$ cat src/rtl/apb_rr_master.sv
// Round-robin APB master sharing one APB completer among NUM_REQ requesters,
// with a PREADY watchdog so a hung completer cannot stall the bus.
package apb_pkg;
    localparam int ADDR_WIDTH = 10;
    localparam int DATA_WIDTH = 32;

    typedef enum logic [1:0] {
        IDLE   = 2'd0,
        SETUP  = 2'd1,
        ACCESS = 2'd2
    } apb_state_t;
endpackage

// state  | meaning
// IDLE   | arbitrate, accept one request, deliver previous completion
// SETUP  | psel=1, penable=0 for one cycle
// ACCESS | psel=1, penable=1 until pready or watchdog abort
module apb_rr_master
    import apb_pkg::*;
#(
    parameter int NUM_REQ = 2,
    parameter int TIMEOUT = 16
) (
    input  logic                          pclk,
    input  logic                          preset,
    input  logic [NUM_REQ-1:0]            req_valid,
    output logic [NUM_REQ-1:0]            req_ready,
    input  logic [NUM_REQ*ADDR_WIDTH-1:0] req_addr,
    input  logic [NUM_REQ-1:0]            req_write,
    input  logic [NUM_REQ*DATA_WIDTH-1:0] req_wdata,
    output logic [NUM_REQ-1:0]            rsp_valid,
    output logic [DATA_WIDTH-1:0]         rsp_rdata,
    output logic                          rsp_slverr,
    output logic                          busy,
    output logic                          psel,
    output logic                          penable,
    output logic                          pwrite,
    output logic [ADDR_WIDTH-1:0]         paddr,
    output logic [DATA_WIDTH-1:0]         pwdata,
    input  logic                          pready,
    input  logic                          pslverr,
    input  logic [DATA_WIDTH-1:0]         prdata
);

    localparam int GW       = (NUM_REQ > 1) ? $clog2(NUM_REQ) : 1;
    localparam int CW       = (TIMEOUT > 1) ? $clog2(TIMEOUT) : 1;
    localparam int TMO_LAST = (TIMEOUT > 0) ? TIMEOUT - 1 : 0;

    apb_state_t             state_q, state_d;
    logic [GW-1:0]          last_grant_q;
    logic [GW-1:0]          owner_q;
    logic [ADDR_WIDTH-1:0]  paddr_q;
    logic                   pwrite_q;
    logic [DATA_WIDTH-1:0]  pwdata_q;
    logic [NUM_REQ-1:0]     rsp_valid_q, rsp_valid_d;
    logic [DATA_WIDTH-1:0]  rsp_rdata_q, rsp_rdata_d;
    logic                   rsp_slverr_q, rsp_slverr_d;
    logic [CW-1:0]          tmo_cnt_q, tmo_cnt_d;
    logic                   busy_q;

    logic [GW-1:0]          grant_idx;
    logic                   grant_vld;
    logic [ADDR_WIDTH-1:0]  sel_addr;
    logic                   sel_write;
    logic [DATA_WIDTH-1:0]  sel_wdata;
    logic                   accept;
    logic                   tmo_hit;
    logic                   done;

    // Lowest index above last_grant wins; otherwise wrap to the lowest at or below it.
    always_comb begin
        grant_idx = '0;
        grant_vld = 1'b0;
        for (int i = NUM_REQ - 1; i >= 0; i--) begin
            if (req_valid[i] && (GW'(i) <= last_grant_q)) begin
                grant_idx = GW'(i);
                grant_vld = 1'b1;
            end
        end
        for (int i = NUM_REQ - 1; i >= 0; i--) begin
            if (req_valid[i] && (GW'(i) > last_grant_q)) begin
                grant_idx = GW'(i);
                grant_vld = 1'b1;
            end
        end
    end

    always_comb begin
        sel_addr  = '0;
        sel_write = 1'b0;
        sel_wdata = '0;
        for (int i = 0; i < NUM_REQ; i++) begin
            if (grant_idx == GW'(i)) begin
                sel_addr  = req_addr[i*ADDR_WIDTH +: ADDR_WIDTH];
                sel_write = req_write[i];
                sel_wdata = req_wdata[i*DATA_WIDTH +: DATA_WIDTH];
            end
        end
    end

    assign accept  = (state_q == IDLE) && grant_vld;
    assign tmo_hit = (TIMEOUT != 0) && (state_q == ACCESS) && !pready &&
                     (tmo_cnt_q == CW'(TMO_LAST));
    assign done    = (state_q == ACCESS) && (pready || tmo_hit);

    always_ff @(posedge pclk or posedge preset) begin
        if (preset) begin
            state_q <= IDLE;
        end else begin
            state_q <= state_d;
        end
    end

    always_comb begin
        state_d = state_q;
        case (state_q)
            IDLE:    if (grant_vld) state_d = SETUP;
            SETUP:   state_d = ACCESS;
            ACCESS:  if (pready || tmo_hit) state_d = IDLE;
            default: state_d = IDLE;
        endcase
    end

    always_comb begin
        req_ready = '0;
        psel      = 1'b0;
        penable   = 1'b0;
        case (state_q)
            IDLE: begin
                for (int i = 0; i < NUM_REQ; i++) begin
                    req_ready[i] = grant_vld && (grant_idx == GW'(i));
                end
            end
            SETUP: psel = 1'b1;
            ACCESS: begin
                psel    = 1'b1;
                penable = 1'b1;
            end
            default: ;
        endcase
    end

    // Completion data; the watchdog abort reports an error with zero data.
    always_comb begin
        rsp_valid_d  = '0;
        rsp_rdata_d  = rsp_rdata_q;
        rsp_slverr_d = rsp_slverr_q;
        tmo_cnt_d    = '0;
        if (state_q == ACCESS) begin
            if (pready) begin
                rsp_rdata_d  = pwrite_q ? '0 : prdata;
                rsp_slverr_d = pslverr;
            end else if (tmo_hit) begin
                rsp_rdata_d  = '0;
                rsp_slverr_d = 1'b1;
            end else begin
                tmo_cnt_d = tmo_cnt_q + CW'(1);
            end
        end
        if (done) begin
            for (int i = 0; i < NUM_REQ; i++) begin
                rsp_valid_d[i] = (owner_q == GW'(i));
            end
        end
    end

    always_ff @(posedge pclk or posedge preset) begin
        if (preset) begin
            last_grant_q <= GW'(NUM_REQ - 1);
            owner_q      <= '0;
            paddr_q      <= '0;
            pwrite_q     <= 1'b0;
            pwdata_q     <= '0;
            rsp_valid_q  <= '0;
            rsp_rdata_q  <= '0;
            rsp_slverr_q <= 1'b0;
            tmo_cnt_q    <= '0;
            busy_q       <= 1'b0;
        end else begin
            rsp_valid_q  <= rsp_valid_d;
            rsp_rdata_q  <= rsp_rdata_d;
            rsp_slverr_q <= rsp_slverr_d;
            tmo_cnt_q    <= tmo_cnt_d;
            busy_q       <= (state_d != IDLE);
            if (accept) begin
                paddr_q      <= sel_addr;
                pwrite_q     <= sel_write;
                pwdata_q     <= sel_wdata;
                owner_q      <= grant_idx;
                last_grant_q <= grant_idx;
            end
        end
    end

    assign paddr      = paddr_q;
    assign pwrite     = pwrite_q;
    assign pwdata     = pwdata_q;
    assign rsp_valid  = rsp_valid_q;
    assign rsp_rdata  = rsp_rdata_q;
    assign rsp_slverr = rsp_slverr_q;
    assign busy       = busy_q;

endmodule

$ cat config.mk
export PLATFORM = sky130hd
export DESIGN_NAME = apb_rr_master
export DESIGN_NICKNAME = d
export VERILOG_FILES = /design/src/rtl/apb_rr_master.sv
export SDC_FILE = /design/constraint.sdc
export NUM_CORES = 1
export LEC_CHECK = 0
export BUFFER_PORTS_ARGS = -buffer_cell sky130_fd_sc_hd__buf_4
export CELL_PAD_IN_SITES_DETAIL_PLACEMENT = 1
export CELL_PAD_IN_SITES_GLOBAL_PLACEMENT = 2
export CORE_UTILIZATION = 26
export CTS_CLUSTER_DIAMETER = 120
export DETAILED_ROUTE_END_ITERATION = 12
export PLACE_DENSITY = 0.87
export RECOVER_POWER = 50
export SLEW_MARGIN = 20
export SYNTH_ARGS = -nofsm -noshare
export SYNTH_HDL_FRONTEND = slang
export SYNTH_SLANG_ARGS = --single-unit
export TNS_END_PERCENT = 30
$ cat constraint.sdc
create_clock -name pclk -period 3.5 [get_ports pclk]
set_clock_uncertainty 0.05 [all_clocks]
set_input_delay 0.7 -clock pclk [delete_from_list [all_inputs] [get_ports pclk]]
set_output_delay 0.7 -clock pclk [all_outputs]
set_load 0.02 [all_outputs]
==> results of run 1 <==
-- registers in the layout (all words and copies together), names as in the netlist --
register	flops
paddr	10
pwdata	32
rsp_rdata	32
owner_q	1
tmo_cnt_q	4
last_grant_q	1
rsp_valid	2
rsp_slverr	1
state_q	2
pwrite	1
busy	1
-- Yosys cell counts --
library cell  number  area (µm²)
o21a_1             2        15.0
buf_6             12         135
o21ai_0            2        10.0
o21ai_4            1        16.3
a21oi_1            2        10.0
and2_2             5        37.5
buf_2              6        30.0
o21ai_2            1        8.76
nand2_2            2        12.5
and2_0            38         238
a221o_1           43         430
nand2b_1           2        12.5
o31ai_1            1        7.51
xor2_1             2        17.5
a21o_2             2        17.5
nand3_1            3        15.0
a22o_1            32         280
inv_1              6        22.5
a21oi_4            2        32.5
dfrtp_1           86        2150
ha_1               4        50.1
nand2_1            2        7.51
dfstp_2            1        26.3
nor2b_1            1        6.26
and3_1             1        6.26
and2_1             2        12.5
nor2_1             6        22.5
-- through the flow --
step | std cells | hold slack, ns | util, %
4_1_cts | 651 | 0.409 | 41.6
6_report | 651 | 0.407 | 40.6
3_3_place_gp | 635 | 0.391 | 39.3
3_5_place_dp | 635 | 0.404 | 39.3
5_1_grt | 651 | 0.440 | 40.6
2_1_floorplan | 267 | 0.376 | -
-- cell families after synthesis --
group,count (synthesis)
adder cells (fa/ha/maj),4
buffers and inverters,24
XOR/XNOR,2
AND/OR/NAND/NOR,62
flip-flops,87
AO/OA/AOI/OAI,88
-- report_power, final --
group	internal (µW)	total, µW	switching [µW]
Clock	625	1010	381
Combinational	982	2240	1250
Sequential	1440	1680	243
-- routing by layer --
| layer | GRT usage (%) | share of wire [%] | up-vias |
|---|---|---|---|
| li1 | - | - | 1414 |
| met2 | 26.4 | 50 | 124 |
| met3 | 3.82 | 7.4 | 12 |
| met4 | 5.39 | 1.2 | 0 |
| met5 | 0 | 0 | - |
| met1 | 20.1 | 42 | 1530 |
-- area by class of cell --
type	count	area (µm²)	share of cell area, %
repair buffers	210	1450	26.6
clock inverters	4	72.6	1.33
inverters	6	23.8	0.435
flip-flops and latches	87	2180	39.9
multi-input cells	156	1280	23.4
clock buffers	12	236	4.33
well taps	176	220	4.03
-- worst max-delay path, delay by kind of cell, from the launching register on --
family / cells / cell delay (ns)
AOI/OAI and AO/OA: 1 / 0.13
and+or+nand+nor: 1 / 0.11
adders and majority gates: 1 / 0.30
DFF: 1 / 0.44
buffers and inverters: 2 / 0.30
-- worst paths after layout --
check | startpoint | end
worst max-delay path | state_q[0] | req_ready[0]
worst min-delay path | owner_q | rsp_valid[0]
worst max register to register | tmo_cnt_q[0] | rsp_rdata[7]
worst min register to register | owner_q | rsp_valid[0]
max in group asynchronous | preset | last_grant_q
min in group asynchronous | preset | rsp_rdata[27]
==> results.txt, run 1 <==
The flow ran to the end, but the final reports show violations. The final reports fail on max-capacitance violations, max-slew violations. After the first detailed-routing iteration, the DRC count stood at 167.

The TritonCTS clock tree is yes. The number of global-route vias before repair came out at ~3,400. The number of buffers inserted by port buffering came out at 206. The largest net degree at the start of global routing came out at 48. The number of remaining DRC errors is 0. The wire length of the first global-routing pass is 17,700 µm. The worst setup path is launched from a flop.

Once placement finished, the instance area stood at 5290 µm². The largest buffer count on any clock path is 2. The number of placement rows is 42.

The post-synthesis instance area came out at approximately 3600 µm². The minimum setup slack among reg-to-reg paths is 1.52 ns. Setup repair after global routing left no endpoint under its margin. Power spread over the standard cell area amounts to 902 nW/µm². The number of iterations in the first detailed-routing pass came out at 4. The total half-perimeter wirelength after legalization and detailed placement came out at between 8000 and 9000 µm. After detailed routing, the number of vias per cell comes to 4.73.

The leakage component of the power is approximately 0.0027 µW. The detail route stage leaves a number of antenna-violating nets equal to 0. Summing internal, switching and leakage power gives 4920 µW. Counting instances, the worst hold path has a depth of 1. The average cell area after synthesis came out at 13.6 µm². Timing would allow up to around 0.42 GHz.

0 antenna diodes ended up in the layout. The total clock buffers created by CTS is 9. The final hold violation count is 0. Setup violations remaining at the end of the flow were counted as 0. The clock tree synthesis step divided the H-tree into 3 levels.

The die is 120 µm tall. The final worst setup slack is 1.13 ns. Dividing the detail-routed wire length by the instance count gives 17.3 µm. In this run the tightest slew margin relative to its limit is -25.4%. The number of pins exceeding their max-slew limit in the final report was slightly above 40. The max-cap violation count is 1. After layout, the minimum clock period comes to roughly 2.4 ns. The fraction of synthesized area in multiplexers is 0%.

The number of nets in the layout is 598. Sequential cells were found to cover about three fifths of the synthesized design area. The worst setup path is captured at an output pin. The number of antenna violations at the first check in global routing is 0. The filler cell count came out at 1,489. The post-synthesis sequential element count came out at 87. The pre-CTS worst setup slack is 1.30 ns. ~210 I/O pins were placed.

The routed via count is between 3,000 and 4,000. The die width came out at 120 µm. The share of the cycle needed by the critical path after routing is 67.7%. The depth of the most critical reg-to-reg path is 4. The final cell area excluding filler cells came out at 5460 µm². The critical-path maximum fanout is 6. The clock slew seen by the registers of the worst setup and hold paths came out at 0.06 ns. The area fraction in compound gates after synthesis came out at 22.8%. The initial core utilization came out at 27.0%. The count of buffers added by post-CTS timing repair for setup came out at 0. For the pin with the worst max-slew slack, the measured transition is roughly 1.9 ns. The maximum single-stage delay on the critical path is 0.44 ns.

The die area came out at 14,400 µm². IR analysis of the VDD net gives a maximum drop of ~0.53 mV. The fraction of the mapped netlist area in adder cells came out at 1.38%. The final sum of negative setup slack is 0 ns. CTS placed an instance of clkbuf_16 at the clock tree root.

In the layout the commonest cells are buf_4, dfrtp_1, a221o_1. The number of gates resized after CTS is 0. From synthesis to final layout, the design area changed by 50.4%. The library cell used most frequently in the layout, excluding fill and tap cells, is buf_4.

After detailed routing, the total wire length is 11,300 µm. The CTS sink count came out at 87. The parity-gate share of the synthesized area counting xor and xnor cells is 0.482%.

The overflow left after global routing came out at 0. The later pin in the worst-skew pair is clocked with a latency of 0.33 ns. The total core area is 13,500 µm². Global routing used between 10% and 20% of the available tracks across all layers. The data required time at the worst endpoint came out at 2.75 ns. On the critical path, the stage with the largest delay is an instance of dfrtp_1. By startpoint and endpoint, the worst setup path is classified as flop to output pin. After technology mapping, the gate count stands at 267. After synthesis, the largest family of logic cells by area is compound AO/OA/AOI/OAI gates.

The share of cells above drive strength 1 is a little over two fifths. The number of buffers inserted for hold repair after clock tree synthesis is 0. The number of warnings printed during yosys synthesis is 0. The path category of the worst min-delay check is flop to flop. At the end of routability-driven placement, the weighted congestion stood at 0.752. The area share of and/or/nand/nor cells after synthesis came out at 10.2%. The count of unique library cells instantiated by Yosys is 27.

The synthesized net count is 395. The arrival time of the worst setup path came out at 1.62 ns. The signal on the critical path passes through inv_1 > ha_1 > nand2_2 > a21oi_4 > buf_4.
Power figures use the tool's default switching activity.
==> run 2, diff against run 1 <==
==> constraint.sdc (replaced) <==
create_clock -name pclk -period 2.35 [get_ports pclk]
set_clock_uncertainty 0.05 [all_clocks]
set_input_delay 0.47 -clock pclk [delete_from_list [all_inputs] [get_ports pclk]]
set_output_delay 0.47 -clock pclk [all_outputs]
set_load 0.02 [all_outputs]
==> run 2 against run 1 <==
  * The run now ends clean
  * Sequential power increased by 49%
  * Count of clock-buffer cells in the layout increased by 1
  * Combinational power increased by 47%
  * Highest routed layer unchanged
  * Largest cell class unchanged
  * Clock power increased by 52%
  * Flip-flop and latch count unchanged
  * Cell area decreased by 0.14%
==> results.txt, run 2 (synthesis results as in run 1) <==
The filler cell count is 1,484. TritonCTS built the clock tree. Leaving out fill and tap cells, the most frequent cells in the layout are buf_4, dfrtp_1, a221o_1, clkbuf_1, and2_0. The placer congestion estimate came out at 0.699. The number of antenna violations at the first check in global routing is 0.

The combinational cell fraction of total power is 45.0%. The repair_antennas step left the layout with diodes totalling 0. The run finished with clean final reports.

The number of iterations in the first detailed-routing pass came out at 4. For the worst-skew pair, the clock arrives at the later sink with an insertion delay of 0.33 ns. The proportion of power drawn by the clock network is 20.9%. The worst hold slack after final layout came out at 0.313 ns. Across every metal layer, demand over resource in global routing totals around 15%. For this run, the share of the core covered by cells in the final layout is 40.5%. The number of pins exceeding their max-slew limit in the final report came out at 0. The die is 120 µm wide. The worst relative slew slack is 19.1%.

Leaving out fill and tap cells, the most frequent cell in the layout is buf_4. The total core area is 13,500 µm². The number of setup buffers added after CTS is 0. The final setup violation count came out at 0.

Clock tree synthesis found a total of 87 sinks. The pre-CTS worst setup slack is 0.359 ns. The number of stages on the worst hold path is 2. In this run the tool buffered the top-level ports with 206 buffer cells. The final layout contains routed wiring with a total length of 11,000 µm. The total clock buffers created by CTS came out at 9.

In this run, flip-flops and latches consume 34.1% of the power. IR analysis of the VDD net gives a maximum drop of approximately 0.77 mV. The root buffer cell is clkbuf_16.

The floorplan step set the die height to between 100 and 150 µm. The area growth from synthesis to final layout is 50.2%. STA classifies the critical path startpoint as a flop. The final cell area excluding filler cells came out at 5450 µm². Of all nets on the critical path, the largest fanout is 6.

The number of buffers inserted for hold repair after clock tree synthesis came out at 0. The final sum of negative setup slack came out at 0 ns. The total internal power is approximately 4600 µW. The worst setup path is of the flop to output pin kind. The tool flagged a number of max-cap violations equal to 0. Net switching is 37.9% of the power. Across all setup checks in the final design, the least slack found is 0.208 ns. The per-cell routed wire length is 16.8 µm. The number of nets in the layout is 600. The number of remaining DRC errors is 0. STA classifies the critical path endpoint as an output pin. The clock slew seen by the registers of the worst setup and hold paths is 0.06 ns.

The number of global-route vias before repair is 3,313. The remaining antenna violation count after routing is 0. STA puts the critical path data arrival time at between 1.5 and 2 ns. The largest buffer count on any clock path is 2. The worst register-to-register path has a depth of 5. The area after detailed placement came out at 5300 µm². Entering global routing, the biggest net connects 88 pins. The leakage component of the power is about 0.0027 µW. The number of gates resized after CTS is 0. In this run the number of H-tree levels came out at 3.

The final critical path time including I/O delays and setup came out at 2.14 ns. The data required time at the worst endpoint is 1.83 ns. The routed layout has 3,045 vias.

The share of the cycle needed by the critical path after routing came out at 91.1%. The initial core utilization is a little over a quarter. The transition time at the pin with the least slew margin is 1.21 ns. The path category of the worst min-delay check is input pin to flop. The detailed router finished its first iteration with 104 violations. The boundary pin count is 207. The wire length of the first global-routing pass is 17,300 µm.

The total power divided by cell area came out at between 1000 and 1500 nW/µm². Of the cells placed in the final design, the portion with a size suffix greater than 1 is 42.1%. For this design the total switching power over the nets is 2780 µW.

The die area is 14,400 µm². The final hold violation count was 0. The total half-perimeter wirelength after legalization and detailed placement is 7820 µm.

The timing-limited maximum frequency came out at 0.467 GHz. Setup repair after global routing left no endpoint under its margin. The overflow left after global routing is 0. The floorplan has 42 rows.

The mean number of vias per cell is around 4.7.
run 2: changes by cell type in the layout (fill, tap and decap cells not counted), sizes merged:
cell	change
clkbuf	+7
buf	-4
clkinvlp	-1
run 2: routing by layer:
layer	part of all wire [%]	wire length (µm)	up-vias	global-route usage, %
met5	0	0	-	0
met4	1.3	141	0	5.31
met3	6.6	725	10	3.63
met1	44	4840	1492	19.8
li1	-	-	1417	-
met2	48	5280	126	25.5
run 2: worst paths after layout:
check	from	to	slack (ns)
min in group asynchronous	preset	rsp_rdata[17]	0.53
worst max register to register	state_q[0]	pwdata[14]	0.39
max in group asynchronous	preset	pwdata[20]	0.93
worst min-delay path	prdata[17]	rsp_rdata[17]	0.31
worst min register to register	owner_q	rsp_valid[0]	0.41
worst max-delay path	state_q[0]	req_ready[0]	0.21
run 2: cell type report:
cell class,instances,area [µm²],area share (%)
Clock buffer,13,260,4.77
Clock inverter,3,65.1,1.19
Inverter,6,23.8,0.436
Multi-Input combinational cell,156,1270,23.3
Sequential cell,87,2180,39.9
Tap cell,176,220,4.04
Timing Repair Buffer,212,1440,26.4
run 2: metrics by stage:
| step | cells | total power [µW] |
|---|---|---|
| global placement | 637 | 6030 |
| global route | 653 | 7800 |
| finish | 653 | 7350 |
| CTS | 653 | 7740 |
| floorplan | 267 | 4660 |
| detailed placement | 637 | 6130 |
run 2: power by group through the flow:
stage                     Clock [µW]  Combinational, µW  Sequential [µW]
after global placement             0               3520             2510
after CTS                       1600               3620             2520
after detailed placement           0               3610             2530
after global routing            1660               3550             2590
after floorplan                    0               1460             3200
final                           1540               3300             2510
run 2: worst max-delay path, cell delays in order, from the launching register on:
cell and delay [ns]:
dfrtp_1 0.43, inv_1 0.13, ha_1 0.31, nand2_2 0.10
a21oi_4 0.14, buf_4 0.17
==> run 3, diff against run 2 <==
--- a/config.mk
+++ b/config.mk
@@ -11,6 +11,7 @@
 export CORE_UTILIZATION = 26
 export CTS_CLUSTER_DIAMETER = 120
 export DETAILED_ROUTE_END_ITERATION = 12
+export MAX_ROUTING_LAYER = met4
 export PLACE_DENSITY = 0.87
 export RECOVER_POWER = 50
 export SLEW_MARGIN = 20
==> run 3 against run 2 <==
  * Wire length rose by 0.51%
  * Count of clock-buffer cells in the layout did not move
  * Cell count did not move
  * Worst hold slack got worse by 0.0017 ns
  * Largest cell class unchanged
  * Clock power barely moved
  * Critical path type unchanged
  * Total power rose by 0.11%
  * Combinational power barely moved
  * Cell area did not move
  * Critical path depth did not move
  * Via count rose by 0.56%
  * Die area did not move
  * First-iteration DRC count rose by 7.7%
==> results.txt, run 3 (synthesis results as in run 1) <==
The global-route total usage across every layer is 15.9%. Data on the critical path arrives at its endpoint at 1.63 ns. Cells fill 40.5% of the core in the end. The clock slew seen by the registers of the worst setup and hold paths came out at 0.06 ns. The largest buffer count on any clock path came out at 2. The number of buffers inserted for hold repair after clock tree synthesis is 0. The switching portion of total power is between 30 and 40%. The leakage component of the power came out at 0.00265 µW. The number of pins exceeding their max-slew limit in the final report was 0. The share of the cycle needed by the critical path after routing came out at 91.3%. The vertical die dimension came out at around 120 µm. The die width came out at 120 µm.

The critical-path maximum fanout came out at 6. The area after detailed placement is 5300 µm². The maximum single-stage delay on the critical path is 0.44 ns. The kind of launch point of the worst setup path is a flop. The kind of critical path is flop to output pin. The final critical path time including I/O delays and setup is 2.15 ns. The detail route stage leaves a number of antenna-violating nets equal to 0. The first-iteration detailed-routing DRC count came out at ~110. The routed via count came out at 3,062.

The total power divided by cell area is 1350 nW/µm². Setup repair after global routing left no endpoint under its margin. The number of buffers and inverters on the critical path came out at 2. The worst-skew pair later-pin latency is roughly 0.33 ns. Compared with the post-synthesis result, the final layout area differs by 50.2%.

The critical path goes through inv_1 > ha_1 > nand2_2 > a21oi_4 > buf_4. The analysis attributes to net switching a power of 2790 µW. The max-cap violation count came out at 0.

The total inserted antenna cells is 0. The number of global-route vias before repair is 3,314. The initial core utilization came out at between 20% and 30%.

The number of placement rows came out at 42. The largest net degree at the start of global routing came out at just under 90. The final cell area excluding filler cells came out at 5450 µm². The flow ran to the end, and the final reports show no timing, DRC or antenna violations. The worst pin sits at a relative slew slack of a little under a fifth. The number of nets in the layout is 600.

The portion of total power attributed to sequential cells is 34.1%. STA classifies the critical path endpoint as an output pin. The placer congestion estimate is 0.707. The total clock buffers created by CTS came out at 9. The CTS sink count came out at 87. The per-cell routed wire length came out at 16.9 µm. The boundary pin count came out at between 200 and 250.

The slowest stage of the critical path belongs to the cell dfrtp_1. Leaving out fill and tap cells, the most frequent cell in the layout is buf_4. After detailed routing, the number of vias per cell comes to ~4.7. The final setup violation count is 0. The family with the most delay on the worst path is flip-flops. The number of H-tree levels is 3.

The cell sitting at the root of the clock tree is a clkbuf_16. At the pin with the least slew margin, the transition time is 1.22 ns. The proportion of power drawn by the clock network is approximately a fifth.

In the routed design, unresolved DRC markers number 0. The final hold violation count is 0. The number of gates resized after CTS came out at 0. The number of iterations in the first detailed-routing pass is 4. Data on the critical path is required at its endpoint by 1.83 ns. The number of antenna violations at the first check in global routing came to 0. The TritonCTS clock tree is yes. The number of buffers inserted by port buffering came out at 206.

The final sum of negative setup slack came out at 0 ns. The share of total power dissipated in combinational logic is between 40 and 50%. In the layout the commonest cells are buf_4, dfrtp_1, a221o_1, clkbuf_1, and2_0. The min-delay analysis places its worst path in the category input pin to flop. For this run the aggregate overflow at the end of global routing stands at 0. The total core area came out at 13,500 µm². The total half-perimeter wirelength after legalization and detailed placement is between 7000 and 8000 µm. For this block, the routed nets add up to 11,000 µm of wire. The internal power of the cells totals 4560 µW. Static timing analysis puts the maximum clock frequency at 0.466 GHz. The count of buffers added by post-CTS timing repair for setup is 0. The highest ir drop seen on vdd came out at 0.771 mV. The wire length of the first global-routing pass is 17,200 µm. Cells with a size suffix above 1 make up 42.1% of the layout.

The die area is 14,400 µm².
run 3: cell counts in the layout (fill, tap and decap cells not counted):
No cell type changed its count.
run 3: power by group through the flow:
stage | registers (µW) | logic, µW | clock network [µW]
6_report | 2510 | 3300 | 1550
5_1_grt | 2590 | 3550 | 1670
4_1_cts | 2520 | 3620 | 1600
3_5_place_dp | 2530 | 3610 | 0
3_3_place_gp | 2510 | 3520 | 0
2_1_floorplan | 3200 | 1460 | 0
run 3: through the flow:
stage,std cells,hold WS [ns],worst slack (ns),power [µW]
finish,653,0.311,0.204,7360
global route,653,0.297,0.0956,7810
CTS,653,0.238,0.167,7740
detailed placement,637,0.409,0.359,6130
global placement,637,0.397,0.434,6030
floorplan,267,0.376,0.533,4660
run 3: metal layers:
metal	vias to the layer above	global-route usage (%)	routed length, µm
li1	1417	-	-
met1	1502	20.3	4940
met2	132	25.5	5290
met3	11	2.92	659
met4	0	5.31	158
met5	-	-	0
run 3: final timing paths:
kind                                 end  slack (ns)        from  cells past startpoint
min reg2reg                 rsp_valid[0]        0.41     owner_q                      1
min in group asynchronous  rsp_rdata[17]        0.53      preset                      3
max reg2reg                   pwdata[14]        0.39  state_q[0]                      5
min                        rsp_rdata[17]        0.31  prdata[17]                      2
max                         req_ready[0]        0.20  state_q[0]                      5
max in group asynchronous       paddr[2]        0.93      preset                      3
run 3: cell type report:
| cell class | count | area (µm²) |
|---|---|---|
| fill | 1484 | 8000 |
| multi-input combinational | 156 | 1270 |
| sequential | 87 | 2180 |
| inverter | 6 | 23.8 |
| clock buffer | 13 | 260 |
| timing repair buffer | 212 | 1440 |
| tap | 176 | 220 |
| clock inverter | 3 | 65.1 |
